### config.mk
export PLATFORM = sky130hd
export DESIGN_NAME = blk_fetch_ctrl
export DESIGN_NICKNAME = d
export VERILOG_FILES = /design/src/rtl/blk_fetch_ctrl.sv
export SDC_FILE = /design/constraint.sdc
export NUM_CORES = 1
export LEC_CHECK = 0
export CAP_MARGIN = 20
export CORE_MARGIN = 10
export CORE_UTILIZATION = 48
export DETAILED_ROUTE_END_ITERATION = 16
export GPL_ROUTABILITY_DRIVEN = 0
export PLACE_DENSITY = 0.74
export SKIP_CTS_REPAIR_TIMING = 1
export SLEW_MARGIN = 20
export SYNTH_ARGS = -nofsm -noshare
export SYNTH_HDL_FRONTEND = slang
export SYNTH_SLANG_ARGS = --single-unit
### constraint.sdc
create_clock -name clk -period 3.3 [get_ports clk]
set_input_delay 0.66 -clock clk [delete_from_list [all_inputs] [get_ports clk]]
set_output_delay 0.66 -clock clk [all_outputs]
set_load 0.02 [all_outputs]
### src/rtl/blk_fetch_ctrl.sv
// Block fetch controller: takes block indices from an address generator, issues
// one line-read per block row, and counts consumer-completed blocks per frame.
module blk_fetch_ctrl #(
    parameter int IMG_WIDTH  = 640,
    parameter int IMG_HEIGHT = 480,
    parameter int BLK_SIZE   = 32,
    parameter int COLUMNS    = IMG_WIDTH / BLK_SIZE,
    parameter int ROWS       = IMG_HEIGHT / BLK_SIZE,
    parameter int NBLK       = COLUMNS * ROWS,
    parameter int IDX_W      = $clog2(NBLK),
    parameter int MEM_AW     = $clog2(IMG_WIDTH * IMG_HEIGHT)
) (
    input  logic              clk,
    input  logic              rst_n,
    input  logic              i_start,
    input  logic              i_abort,
    output logic              o_busy,
    output logic              o_gen_req,
    input  logic              i_gen_vld,
    input  logic [IDX_W-1:0]  i_gen_adr,
    input  logic              i_gen_eof,
    output logic              o_mem_req,
    output logic [MEM_AW-1:0] o_mem_adr,
    input  logic              i_mem_ack,
    output logic              o_blk_start,
    output logic [IDX_W-1:0]  o_blk_idx,
    input  logic              i_blk_done,
    output logic [IDX_W-1:0]  o_blk_cnt,
    output logic              o_frame_done,
    output logic              o_err
);

    localparam int LINE_W = (BLK_SIZE > 1) ? $clog2(BLK_SIZE) : 1;
    localparam int IDX_W1 = IDX_W + 1;
    localparam logic [LINE_W-1:0] LAST_LINE   = LINE_W'(BLK_SIZE - 1);
    localparam logic [IDX_W1-1:0] NBLK_C      = IDX_W1'(NBLK);
    localparam logic [IDX_W-1:0]  COLUMNS_C   = IDX_W'(COLUMNS);
    localparam logic [MEM_AW-1:0] ROW_STRIDE  = MEM_AW'(BLK_SIZE * IMG_WIDTH);
    localparam logic [MEM_AW-1:0] COL_STRIDE  = MEM_AW'(BLK_SIZE);
    localparam logic [MEM_AW-1:0] LINE_STRIDE = MEM_AW'(IMG_WIDTH);

    typedef enum logic [2:0] {
        ST_IDLE      = 3'd0,
        ST_REQ       = 3'd1,
        ST_WAIT_ADR  = 3'd2,
        ST_BURST     = 3'd3,
        ST_WAIT_DONE = 3'd4,
        ST_DONE      = 3'd5
    } state_t;

    state_t              state_r, state_nxt_s;
    logic                busy_r, busy_nxt_s;
    logic                gen_req_r, gen_req_nxt_s;
    logic                mem_req_r, mem_req_nxt_s;
    logic [MEM_AW-1:0]   mem_adr_r, mem_adr_nxt_s;
    logic                blk_start_r, blk_start_nxt_s;
    logic [IDX_W-1:0]    blk_idx_r, blk_idx_nxt_s;
    logic [IDX_W-1:0]    blk_cnt_r, blk_cnt_nxt_s;
    logic                frame_done_r, frame_done_nxt_s;
    logic                err_r, err_nxt_s;
    logic [LINE_W-1:0]   line_r, line_nxt_s;
    logic                done_lat_r, done_lat_nxt_s;

    logic [IDX_W-1:0]    bx_s, by_s;
    logic [MEM_AW-1:0]   base_adr_s;
    logic                idx_ok_s;
    logic                abort_s;

    assign abort_s = i_abort && (state_r != ST_IDLE);

    // Block column/row split and top-left pixel address of the offered index.
    always_comb begin
        bx_s       = i_gen_adr % COLUMNS_C;
        by_s       = i_gen_adr / COLUMNS_C;
        base_adr_s = MEM_AW'(by_s) * ROW_STRIDE + MEM_AW'(bx_s) * COL_STRIDE;
        idx_ok_s   = {1'b0, i_gen_adr} < NBLK_C;
    end

    // Next-state and next-output logic; abort overrides every transition.
    always_comb begin
        state_nxt_s     = state_r;
        mem_req_nxt_s   = mem_req_r;
        mem_adr_nxt_s   = mem_adr_r;
        blk_idx_nxt_s   = blk_idx_r;
        blk_cnt_nxt_s   = blk_cnt_r;
        err_nxt_s       = err_r;
        line_nxt_s      = line_r;
        done_lat_nxt_s  = done_lat_r;
        blk_start_nxt_s = 1'b0;

        if (abort_s) begin
            state_nxt_s    = ST_IDLE;
            mem_req_nxt_s  = 1'b0;
            done_lat_nxt_s = 1'b0;
            line_nxt_s     = {LINE_W{1'b0}};
        end else begin
            case (state_r)
                ST_IDLE: begin
                    if (i_start) begin
                        state_nxt_s   = ST_REQ;
                        blk_cnt_nxt_s = {IDX_W{1'b0}};
                        err_nxt_s     = 1'b0;
                    end else begin
                        state_nxt_s = ST_IDLE;
                    end
                end
                ST_REQ: begin
                    state_nxt_s = ST_WAIT_ADR;
                end
                ST_WAIT_ADR: begin
                    if (i_gen_vld) begin
                        if (idx_ok_s) begin
                            mem_adr_nxt_s   = base_adr_s;
                            blk_idx_nxt_s   = i_gen_adr;
                            mem_req_nxt_s   = 1'b1;
                            blk_start_nxt_s = 1'b1;
                            line_nxt_s      = {LINE_W{1'b0}};
                            state_nxt_s     = ST_BURST;
                        end else begin
                            err_nxt_s   = 1'b1;
                            state_nxt_s = ST_REQ;
                        end
                    end else if (i_gen_eof) begin
                        state_nxt_s = ST_DONE;
                    end else begin
                        state_nxt_s = ST_WAIT_ADR;
                    end
                end
                ST_BURST: begin
                    if (i_blk_done) begin
                        done_lat_nxt_s = 1'b1;
                    end else begin
                        done_lat_nxt_s = done_lat_r;
                    end
                    // Request stays up across lines so consecutive acks stream one line per cycle.
                    if (i_mem_ack) begin
                        mem_adr_nxt_s = mem_adr_r + LINE_STRIDE;
                        if (line_r == LAST_LINE) begin
                            mem_req_nxt_s = 1'b0;
                            line_nxt_s    = {LINE_W{1'b0}};
                            state_nxt_s   = ST_WAIT_DONE;
                        end else begin
                            line_nxt_s = line_r + LINE_W'(1);
                        end
                    end else begin
                        mem_req_nxt_s = 1'b1;
                    end
                end
                ST_WAIT_DONE: begin
                    if (done_lat_r || i_blk_done) begin
                        done_lat_nxt_s = 1'b0;
                        blk_cnt_nxt_s  = blk_cnt_r + IDX_W'(1);
                        state_nxt_s    = ST_REQ;
                    end else begin
                        state_nxt_s = ST_WAIT_DONE;
                    end
                end
                ST_DONE: begin
                    state_nxt_s = ST_IDLE;
                end
                default: begin
                    state_nxt_s   = ST_IDLE;
                    mem_req_nxt_s = 1'b0;
                end
            endcase
        end

        gen_req_nxt_s    = (state_nxt_s == ST_REQ);
        frame_done_nxt_s = (state_nxt_s == ST_DONE);
        busy_nxt_s       = (state_nxt_s != ST_IDLE);
    end

    // State and registered outputs; reset is synchronous and wins over everything.
    always_ff @(posedge clk) begin
        if (!rst_n) begin
            state_r      <= ST_IDLE;
            busy_r       <= 1'b0;
            gen_req_r    <= 1'b0;
            mem_req_r    <= 1'b0;
            mem_adr_r    <= {MEM_AW{1'b0}};
            blk_start_r  <= 1'b0;
            blk_idx_r    <= {IDX_W{1'b0}};
            blk_cnt_r    <= {IDX_W{1'b0}};
            frame_done_r <= 1'b0;
            err_r        <= 1'b0;
            line_r       <= {LINE_W{1'b0}};
            done_lat_r   <= 1'b0;
        end else begin
            state_r      <= state_nxt_s;
            busy_r       <= busy_nxt_s;
            gen_req_r    <= gen_req_nxt_s;
            mem_req_r    <= mem_req_nxt_s;
            mem_adr_r    <= mem_adr_nxt_s;
            blk_start_r  <= blk_start_nxt_s;
            blk_idx_r    <= blk_idx_nxt_s;
            blk_cnt_r    <= blk_cnt_nxt_s;
            frame_done_r <= frame_done_nxt_s;
            err_r        <= err_nxt_s;
            line_r       <= line_nxt_s;
            done_lat_r   <= done_lat_nxt_s;
        end
    end

    assign o_busy       = busy_r;
    assign o_gen_req    = gen_req_r;
    assign o_mem_req    = mem_req_r;
    assign o_mem_adr    = mem_adr_r;
    assign o_blk_start  = blk_start_r;
    assign o_blk_idx    = blk_idx_r;
    assign o_blk_cnt    = blk_cnt_r;
    assign o_frame_done = frame_done_r;
    assign o_err        = err_r;

endmodule

# After elaboration in Yosys (flattened, before gate mapping)
# Cells that the tools add are included.
# totals
ff_bits	52
inputBits	17
output_inout_bits	43
# op_classes
add_sub_neg	4
multipliers	1
div_mod_pow	2
n_lt_le_gt_ge	1
eq_ne	16
n_mux	34
bitwise_logic	5
reduce_logical	19
# op_table
operator	count
$mux W19	3
$pmux W19 S2	1
$mux W5	4
$add A19 B10 Y19 const B	1
$add A19 B14 Y19	1
$mux W3	6
$mux W9	2
$pmux W9 S2	1
$reduce_and A4 Y1	4
$pmux W3 S5	1
$ne A2 B2 Y1 const B	7
$mux W1	11
$pmux W5 S2	1
$reduce_and A5 Y1	2
$add A9 B1 Y9 const B	1
$div A9 B5 Y9 const B	1
$eq A3 B3 Y1 const B	3
$lt A9 B9 Y1 const B	1
$mod A9 B5 Y9 const B	1
$mul A9 B3 Y7 const B	1
$reduce_bool A2 Y1	4
$reduce_or A4 Y1	2
$eq A3 B1 Y1 const B	2
$eq A3 B2 Y1 const B	2
13 further kinds	19

# Logic depth before layout (Yosys ltp)
# logic_depth
depth_word	6
mapped_depth	18
mapped_depth_nobuf	16

# Worst setup path after synthesis
# No wires, ideal clock.
# synth_path
path_type	input to register
from	in i_gen_adr[6]
to	reg mem_adr_r[18], in the netlist o_mem_adr[18]
t_arrival_ns	3.275
required_ns	3.180
slack_ns	-0.095
cell_stages	13
path_buffers	1
path_cell_list	buf_6 or3b_2 a21o_1 a21boi_1 o32ai_2 nand3_2 ha_1 ha_1 fa_1 o2bb2ai_1 xnor2_1 nor2_1 o31a_1
# synth_between
elab_chain_len	6
word_cells_on_any_way	10
# synth_lines
item	line	source
start, declared	20	input logic [IDX_W-1:0] i_gen_adr,
$div A9 B5 Y9	74	by_s = i_gen_adr / COLUMNS_C;
$mul A9 B3 Y7	75	base_adr_s = MEM_AW'(by_s) * ROW_STRIDE + MEM_AW'(bx_s) * COL_STRIDE;
$add A19 B14 Y19	75	
$mux W19	112	if (idx_ok_s) begin
$mux W19	111	if (i_gen_vld) begin
$pmux W19 S2	97	case (state_r)
end signal, assigned	180	mem_adr_r <= {MEM_AW{1'b0}};
end signal, assigned	193	mem_adr_r <= mem_adr_nxt_s;
end, declared	55	logic [MEM_AW-1:0] mem_adr_r, mem_adr_nxt_s;
# Several ways; a longest one is shown, not always the timed one. The select of a mux whose other input is x is not followed.
# A chain may end at the register's enable or synchronous reset.

# Final worst setup path
# layout_path
from	in i_gen_adr[5]
to	reg mem_adr_r[18], in the netlist o_mem_adr[18]
# Same word-level chain as after synthesis.

==> reports/qor.csv <==
metric,value,unit
status,completed,
clock power share,0.293,
Post-synth EDFFs,0,
RR Endpoint,o_mem_adr[18],
Die X,103,um
Sinks on Clock Net,47,
synth warn,0,
vias,3571,
Final min period,3.28,ns
R2R depth,7,
worst-case clock buffer depth,2,
DRT Wirelength,9.67,mm
Fmax,305,MHz
CTS tree,done,
Die Ht,103,um
Worst Hold End,o_blk_idx[5],
Hold Crit Class,flip-flop to flip-flop,
Tcrit/Tclk final,0.993,
Final Util,0.658,
"commonest non-fill, non-tap cell in the layout",nand2_1,
ys flop type,dfxtp_1,
Setup TNS,0,ns
filler instances,570,
layout cell share with drive strength beyond 1,0.175,
CTS H-Tree Depth,2,
"Cell Area, Synth",0.00333,sq mm
Worst Skew,0.00956,ns
row cnt,30,
post-route cell area,0.00444,sq mm
Core Area,0.00676,sq mm
NumNets Final,566,
Layout area overhead,33.6,%
clk_lat worst skew,0.31,ns
leakage power,1.75,nW
DRC viols,0,
hold depth,2,
first-pass iteration count of the detailed router,4,
Worst Path Required,3.49,ns
Pwr Density,334,mW/mm^2
ANT nets after route,0,
Final Setup Violations,0,
critical path class,input port to flip-flop,
Reg power frac,0.397,
relative slew slack,0.347,
final hold violations,0,
most frequent cells in the layout,"nand2_1, buf_4, clkdlybuf4s50_1",
R2R Setup Slk,1.06,ns
RR Startpoint,state_r[1],
Antenna diodes,0,
Seq cells post-synth,47,
total grt overflow,0,
WL/cell,15.7,um
Total Power,1.48,mW
crit path DAT,3.47,ns
Num CTS Buffers,5,
Synth Instances,443,
Ports,60,
first-pass GRT wire length,14.8,mm
CP top delay family,compound AO/OA/AOI/OAI gates,
Post-DP HPWL,7.02,mm
vias in the first global route,3242,
worst path cell trace,"dlymetal6s2s_1, buf_4, nor4b_1, a31oi_1, o32ai_1, a31oi_1, nand3_2, ha_4, ha_4, fa_2, o2bb2ai_2, xnor2_1, nor2_1, o31a_1",
initial antenna violation count,0,
Gate power share,0.310,
Placed Area,0.00421,sq mm
sequential share of the synthesized area,0.283,
Hold WS,0.469,ns
post-synth cell types,69,
crit path from,i_gen_adr[5],
initial detailed-routing violation count,285,
root buffer cell,clkbuf_8,
gr usage total,0.168,
vias per inst,5.79,
Internal,1.03,mW
max-cap viol count,0,
critical path's largest stage delay,0.40,ns
Sw Pwr,454,uW
largest net degree at the start of global routing,23,
min-delay src,o_blk_idx[5],
critical path startpoint category,input port,
Worst-path clk slew,0.09,ns
"Slowest-stage cell, CP",fa_2,
CP max FO,14,
worst-margin pin slew,0.971,ns
initial core utilization,0.492,
VDD IR max,0.219,mV
Slew Limit Fails,0,
Worst Path Buf+Inv,2,
Synth Area per Inst,7.51,sq um
fraction of registers with async set/reset,0,
Sw Ratio,0.306,
critical path endpoint category,flip-flop,
full die area,0.0107,sq mm
PortBufs,54,
[sequential cells by signal, summed over array words and instances, names as in the netlist]
register	cells
o_busy	1
o_blk_start	1
o_gen_req	1
state_r	3
o_blk_idx	9
o_mem_req	1
done_lat_r	1
o_blk_cnt	9
o_frame_done	1
o_err	1
o_mem_adr	14
line_r	5
[tightest hold or removal path: stages, from the launching register on]
cell and delay, ns:
dfxtp_1 0.32, nand2_1 0.04, a21boi_0 0.06
[worst max-delay path by stage]
stage                    endpoint  slack [ns]  depth (start not counted)
finish              o_mem_adr[18]        0.02                         14
global route        o_mem_adr[18]       -0.14                         14
CTS                 o_mem_adr[18]       -0.28                         14
detailed placement  o_mem_adr[18]       -0.60                         14
global placement    o_mem_adr[18]       -0.51                         15
floorplan           o_mem_adr[18]       0.002                         13
[cell families (layout without fill, tap and decap cells)]
family | Yosys count | after routing | share of synthesized area
xor+xnor | 11 | 11 | 0.0346
mux | 4 | 4 | 0.0124
compound gates | 141 | 141 | 0.273
flops | 47 | 47 | 0.283
other cells | 1 | 8 | 0.00113
simple gates | 178 | 178 | 0.269
buf+inv | 47 | 134 | 0.0711
fa+ha+maj | 14 | 14 | 0.0564
[cell usage after synthesis, types with 4 or more instances]
| cell type | instances | area share |
|---|---|---|
| a21boi_0 | 13 | 0.029 |
| a21oi_1 | 39 | 0.059 |
| a31oi_1 | 7 | 0.013 |
| and2_1 | 4 | 0.0075 |
| buf_2 | 6 | 0.0090 |
| buf_4 | 8 | 0.018 |
| clkbuf_1 | 15 | 0.017 |
| dfxtp_1 | 47 | 0.28 |
| ha_1 | 11 | 0.041 |
| inv_1 | 14 | 0.016 |
| nand2_1 | 56 | 0.063 |
| nand2b_1 | 6 | 0.011 |
| nand3_1 | 13 | 0.020 |
| nand4_1 | 8 | 0.015 |
| nor2_1 | 40 | 0.045 |
| nor2b_1 | 11 | 0.021 |
| nor3_1 | 10 | 0.015 |
| nor3b_1 | 7 | 0.016 |
| o21a_1 | 4 | 0.0090 |
| o21ai_0 | 39 | 0.059 |
| o31ai_1 | 4 | 0.0090 |
| or3_1 | 4 | 0.0075 |
| xnor2_1 | 6 | 0.016 |
| xor2_1 | 4 | 0.011 |
[area by class of cell]
class / count / area, sq um / area share
clock buffer: 5 / 68.8 / 0.0155
clock inverter: 3 / 46.3 / 0.0104
inverter: 14 / 52.6 / 0.0118
multi-input combinational: 356 / 2250 / 0.506
sequential: 47 / 941 / 0.212
tap: 80 / 100 / 0.0225
timing repair buffer: 112 / 988 / 0.222
[power by group through the flow]
stage / Clock (mW) / Combinational (mW) / Sequential [mW]
2_1_floorplan: 0 / 0.269 / 0.607
3_3_place_gp: 0 / 0.413 / 0.602
3_5_place_dp: 0 / 0.419 / 0.603
4_1_cts: 0.446 / 0.420 / 0.590
5_1_grt: 0.469 / 0.504 / 0.592
6_report: 0.435 / 0.460 / 0.590
[through the flow]
step	cells	worst slack, ns
2_1_floorplan	450	0.00172
3_3_place_gp	603	-0.513
3_5_place_dp	603	-0.598
4_1_cts	611	-0.278
5_1_grt	617	-0.140
6_report	617	0.0229
[routing by layer]
layer  global-route usage  part of all wire  up-vias
met5                    0                 0        -
met4               0.0364             0.016        0
met3               0.0412             0.089       19
met2                0.270              0.45      129
met1                0.224              0.44     1673
li1                     -                 -     1750
No activity file was read; power rests on OpenSTA's default activity.
